===== config.mk =====
export PLATFORM = sky130hd
export DESIGN_NAME = cory_decimate
export DESIGN_NICKNAME = d
export VERILOG_FILES = /design/src/rtl/cory_decimate_sat_cnt.sv /design/src/rtl/cory_decimate.sv
export SDC_FILE = /design/constraint.sdc
export NUM_CORES = 1
export LEC_CHECK = 0
export CAP_MARGIN = 20
export CORE_MARGIN = 2
export CORE_UTILIZATION = 53
export CTS_CLUSTER_SIZE = 12
export DETAILED_ROUTE_END_ITERATION = 8
export GPL_TIMING_DRIVEN = 0
export MAX_ROUTING_LAYER = met4
export PLACE_DENSITY = 0.88
export SLEW_MARGIN = 20
export SYNTH_ARGS = -nofsm -noshare
export SYNTH_HDL_FRONTEND = slang
export SYNTH_SLANG_ARGS = --single-unit

===== constraint.sdc =====
create_clock -name clk -period 9.9 [get_ports clk]
set_input_delay 2.475 -clock clk [delete_from_list [all_inputs] [get_ports clk]]
set_output_delay 2.475 -clock clk [all_outputs]
set_load 0.1 [all_outputs]

===== src/rtl/cory_decimate_sat_cnt.sv =====
// Saturating up-counter with synchronous clear.
// A clear in the same cycle as an increment leaves the count at zero.
module cory_sat_cnt #(
  parameter int W = 8
) (
  input  logic         clk,
  input  logic         reset,
  input  logic         i_inc,
  input  logic         i_clr,
  output logic [W-1:0] o_cnt
);

  logic [W-1:0] r_cnt;

  always_ff @(posedge clk) begin
    if (reset || i_clr) begin
      r_cnt <= '0;
    end else if (i_inc && (r_cnt != {W{1'b1}})) begin
      r_cnt <= r_cnt + W'(1);
    end
  end

  assign o_cnt = r_cnt;

endmodule


===== src/rtl/cory_decimate.sv =====
// Valid/ready decimator: drops S beats, then passes K beats, and repeats.
// External ignore force-drops beats; dropped beats are consumed upstream and counted.
module cory_decimate #(
  parameter int N  = 8,
  parameter int CW = 8
) (
  input  logic          clk,
  input  logic          reset,
  input  logic          i_a_v,
  input  logic [N-1:0]  i_a_d,
  output logic          o_a_r,
  input  logic          i_a_ignore,
  input  logic          i_cfg_en,
  input  logic [CW-1:0] i_cfg_skip,
  input  logic [CW-1:0] i_cfg_keep,
  output logic          o_z_v,
  output logic [N-1:0]  o_z_d,
  input  logic          i_z_r,
  input  logic          i_drop_clr,
  output logic [CW-1:0] o_drop_cnt,
  output logic          o_wrap
);

  localparam int PW = CW + 1;

  logic [PW-1:0] r_pos;
  logic          r_wrap;
  logic [PW-1:0] w_skip;
  logic [PW-1:0] w_period;
  logic [PW-1:0] w_last;
  logic          w_drop;
  logic          w_acc;
  logic          w_adv;

  // One extra bit so S+K never overflows; P=0 means the pattern is disabled.
  assign w_skip   = {1'b0, i_cfg_skip};
  assign w_period = w_skip + {1'b0, i_cfg_keep};
  assign w_last   = w_period - PW'(1);

  assign w_drop = i_a_ignore | (i_cfg_en & (r_pos < w_skip));

  assign o_z_v = ~reset & i_a_v & ~w_drop;
  assign o_z_d = (reset | w_drop) ? '0 : i_a_d;
  assign o_a_r = ~reset & (w_drop | i_z_r);

  assign w_acc = i_a_v & o_a_r;
  assign w_adv = w_acc & ~i_a_ignore & i_cfg_en & (w_period != '0);

  always_ff @(posedge clk) begin
    if (reset) begin
      r_pos  <= '0;
      r_wrap <= 1'b0;
    end else begin
      r_wrap <= 1'b0;
      if (!i_cfg_en) begin
        r_pos <= '0;
      end else if (w_adv) begin
        if (r_pos == w_last) begin
          r_pos  <= '0;
          r_wrap <= 1'b1;
        end else begin
          r_pos <= r_pos + PW'(1);
        end
      end
    end
  end

  assign o_wrap = r_wrap;

  cory_sat_cnt #(.W(CW)) u_drop_cnt (
    .clk   (clk),
    .reset (reset),
    .i_inc (w_acc & w_drop),
    .i_clr (i_drop_clr),
    .o_cnt (o_drop_cnt)
  );

endmodule


# Word-level counts from Yosys, hierarchy flattened
# Cells that the tools add are included.
[op_classes]
n_addsub = 4
order_cmp = 1
n_eq_ne = 2
n_mux = 3
bitwise = 17
reduce_logical = 5
[op_table]
columns = ["cell", "n"]
rows = [
  ["adder 8 x 8 -> 9 bit", 1],
  ["adder 9 x 1 -> 9 bit (second input constant)", 1],
  ["bitwise AND 1 bit", 9],
  ["equality test 9 bit", 1],
  ["< comparator 9 x 8 -> 1 bit", 1],
  ["2-to-1 mux 9 bit", 1],
  ["nonzero test 9 bit", 1],
  ["subtractor 9 x 1 -> 9 bit (second input constant)", 1],
  ["adder 8 x 1 -> 8 bit (second input constant)", 1],
  ["2-to-1 mux 8 bit", 1],
  ["!= test 8 bit (second input constant)", 1],
  ["inverter 1 bit", 5],
  ["OR 1 bit", 3],
  ["OR reduction 3 bit", 1],
  ["OR reduction 2 bit", 1],
  ["logical AND 1 bit", 1],
  ["logical OR 1 bit", 1],
  ["2-to-1 mux 1 bit", 1],
]
[totals]
ff_bits = 18
input_bits = 31
out_inout_bits = 19

# Longest topological paths before layout
[logic_depth]
depth_word = 11
ltp_mapped = 12

# Cells and area by module
# A second synthesis with hierarchy kept.
[unflattened]
cells_unflattened = 227
area_unflattened_um2 = 1885.6
[modules_own_cells]
columns = ["module", "instances", "cells_per_inst", "area_each_um2", "seq_area_each_um2"]
rows = [
  ["cory_decimate", 1, 179, 1463.9, 200.2],
  ["cory_sat_cnt", 1, 48, 421.7, 160.2],
]

# Worst setup path after synthesis
# Ideal clock, no wire load.
[synth_path]
kind = "input to output"
startpoint = "in i_cfg_skip[6]"
endpoint = "out o_a_r"
arrival_time_ns = 5.007
slack_ns = 2.418
path_stages = 7
cell_sequence = "inv_1 ha_1 or4b_2 a221oi_1 or3_1 nor2_1 nor2_1"
[synth_via]
elab_chain_cells = 5
[synth_lines]
columns = ["element", "line", "text"]
rows = [
  ["start, declared", "cory_decimate.sv:14", "input logic [CW-1:0] i_cfg_skip,"],
  ["< comparator 9 x 8 -> 1 bit", "cory_decimate.sv:40", "assign w_drop = i_a_ignore | (i_cfg_en & (r_pos < w_skip));"],
  ["bitwise AND 1 bit", "cory_decimate.sv:40", ""],
  ["OR 1 bit", "cory_decimate.sv:40", ""],
  ["OR 1 bit", "cory_decimate.sv:44", "assign o_a_r = ~reset & (w_drop | i_z_r);"],
  ["bitwise AND 1 bit", "cory_decimate.sv:44", ""],
  ["end, declared", "cory_decimate.sv:11", "output logic o_a_r,"],
]
# Every way passes these cells.

# Worst setup path in the final report
# Ends and elaborated chain as after synthesis.

==> summary.txt <==
Run status
  – Status: finished, final reports clean

Floorplan
  – I/O Pins: 50
  – Die area: 4150 um^2
  – Die Span X: 64.4 um
  – Initial Util: 56.6%
  – Num rows: 21
  – Die height: 64.4 um
  – Core area: 3420 um^2

STA
  – Skew final: 0.00251 ns
  – Ratio of final minimum period to clock period: 82.9%
  – Fin. max-slew vios: 0
  – Final hold viol count: 0
  – Fmax achieved: 0.122 GHz
  – Setup TNS: 0 ns
  – Tightest Pin Transition: 0.988 ns
  – Final setup vio count: 0
  – RSZ-0062 raised after global routing: false
  – Period minus WS final: 8.21 ns
  – Slew Limit Headroom: 33.9%
  – Fin worst setup slack: 1.69 ns

Routing
  – Detailed Route WL: 4.29 mm
  – Initial DRC count: 85
  – Vias per cell: 5.53
  – Drt drc: 0
  – DR vias: 1787
  – Routed len/inst: 13.3 um
  – First-pass DRT Iterations: 4
  – Remaining antenna violation count: 0

Critical path
  – Crit-path max FO: 3
  – Critical Path RT: 7.43 ns
  – Startpoint types: input pin
  – Worst Setup End Kind: output pin
  – WS Path Type: input pin to output pin
  – Critical path arrival: 5.74 ns

Pwr
  – Pwr per Cell Area: 85.3 nW/um^2
  – Worst IR Drop VDD: 0.0746 mV
  – Leakage power total: 0.00104 uW
  – Tot Pwr: 215 uW

Synth
  – Prevailing post-synth register cell: dfxtp_1
  – Register area share after synthesis: 18.6%
  – Post-Syn Area: 1930 um^2
  – List of most frequent post-synthesis cells: nor2_1 (29), ha_1 (19), dfxtp_1 (18), xnor2_1 (15), xor2_1 (15)
  – Yosys top cell area share: 18.6%
  – Asr flop ratio synth: 0%
  – Synth top area cells: dfxtp_1 (19%), ha_1 (12%), xnor2_1 (6.8%), xor2_1 (6.8%), nor2_1 (5.6%)
  – Top-count cell post-synth: nor2_1
  – Yosys reg bits: 18
  – Leading area contributor after synthesis: dfxtp_1
  – Syn Nets: 275
  – Post-synth EDFFs: 0
  – Post-synthesis cell type count: 59
  – Syn Inst Count: 224
  – Syn. warnings: 0
  – Syn_area_per_cell: 8.63 um^2

Layout
  – Share of cells above drive strength 1: 8.66%
  – Fill cells: 274
  – Nets@finish: 329
  – Antenna cells: 0
  – P&R area growth vs syn: 30.2%

Clock network
  – Skew-Pair Late Insertion Delay: 0.29 ns
  – H-tree levels: 1
  – Hold-fix buffers at CTS: 0
  – Deepest clock path buffer count: 2
  – Post-cts sizing count: 0
  – Post-CTS Setup Inserts: 0
  – Clk sink count: 18
  – CTS Root Cell: clkbuf_4
  – CTS tree: yes
  – CTS buffer count: 3
  – Clk slew on worst S/H paths: 0.10 ns

Placed design
  – Worst slack at placement: 1.69 ns
  – I/O Buffers: 49
  – GP Congestion: 0.884
  – HPWL Detailed: 3.58 mm

Global route
  – Grt ovf: 0
  – Global-route wire length before repair: 7.45 mm
  – Initial antenna violation count: 0
  – Vias in the first global route: 1634
  – Pin count of the biggest net entering global routing: 11
  – GR Util All Layers: 22.7%

Run
  – Max_cap viols: 0

Hold path
  – Worst min path class: register to register
metrics by stage:
step	instance area [um^2]	hold WS, ns	util [%]	std cells
2_1_floorplan	1930	0.520	-	224
3_3_place_gp	2480	0.511	72.6	319
3_5_place_dp	2480	0.534	72.6	319
4_1_cts	2520	0.558	73.7	323
5_1_grt	2520	0.604	73.7	323
6_report	2520	0.560	73.7	323
worst paths after layout:
path | from | to | slack (ns) | cells after the start
setup / recovery | i_cfg_skip[6] | o_a_r | 1.69 | 9
hold / removal | u_drop_cnt.o_cnt[5] | u_drop_cnt.o_cnt[5] | 0.56 | 2
setup reg to reg | r_pos[6] | r_pos[7] | 6.98 | 9
hold reg to reg | u_drop_cnt.o_cnt[5] | u_drop_cnt.o_cnt[5] | 0.56 | 2
layout make-up:
type	count	area, um^2	area share [%]
Inverter	12	45.0	1.79
Sequential cell	18	360	14.3
Multi-Input combinational cell	187	1470	58.5
Tap cell	46	57.6	2.29
Buffer	7	55.1	2.19
Timing Repair Buffer	49	490	19.5
Clock buffer	4	36.3	1.44
cells by family (layout without fill, tap and decap cells):
logic type | count (synthesis) | in the layout | synth area share, %
AND/OR/NAND/NOR | 102 | 102 | 30.3
AO/OA/AOI/OAI | 32 | 32 | 16.8
XOR/XNOR | 31 | 31 | 14.8
adder cells (fa/ha/maj) | 20 | 20 | 13.3
buffers and inverters | 19 | 72 | 5.18
flip-flops | 18 | 18 | 18.6
multiplexers | 2 | 2 | 1.04
power breakdown:
group          internal [uW]  switching [uW]
sequential              72.6           0.248
clock                   22.4            21.9
combinational           43.6            53.9
total                    139            76.1
metal layers:
| layer | GRT usage [%] | vias to the layer above | share of wire [%] |
|---|---|---|---|
| li1 | - | 918 | - |
| met1 | 29.3 | 808 | 45 |
| met2 | 37.4 | 57 | 46 |
| met3 | 4.75 | 4 | 7.0 |
| met4 | 3.72 | 0 | 1.1 |
| met5 | - | - | 0 |
registers in the layout (all words and copies together) (netlist names):
name              count
o_wrap                1
r_pos                 9
u_drop_cnt.o_cnt      8
placed cells by master, fill, tap and decap left out, types with 9 or more instances in the layout:
master,count
nand3_1,9
clkdlybuf4s50_1,49
dfxtp_1,18
inv_1,12
nand4_1,9
xor2_1,15
and2_1,10
ha_1,19
nor2_1,29
xnor2_1,15
critical path, cell delays in order:
cell and delay, ns:
clkdlybuf4s50_1 0.48, inv_1 0.06, ha_1 0.18, or4b_2 0.65, a221oi_1 0.40, or3_1 0.22, nor2_1 0.05, nor2_1 0.08
clkdlybuf4s50_1 1.13
Power figures use the tool's default switching activity.
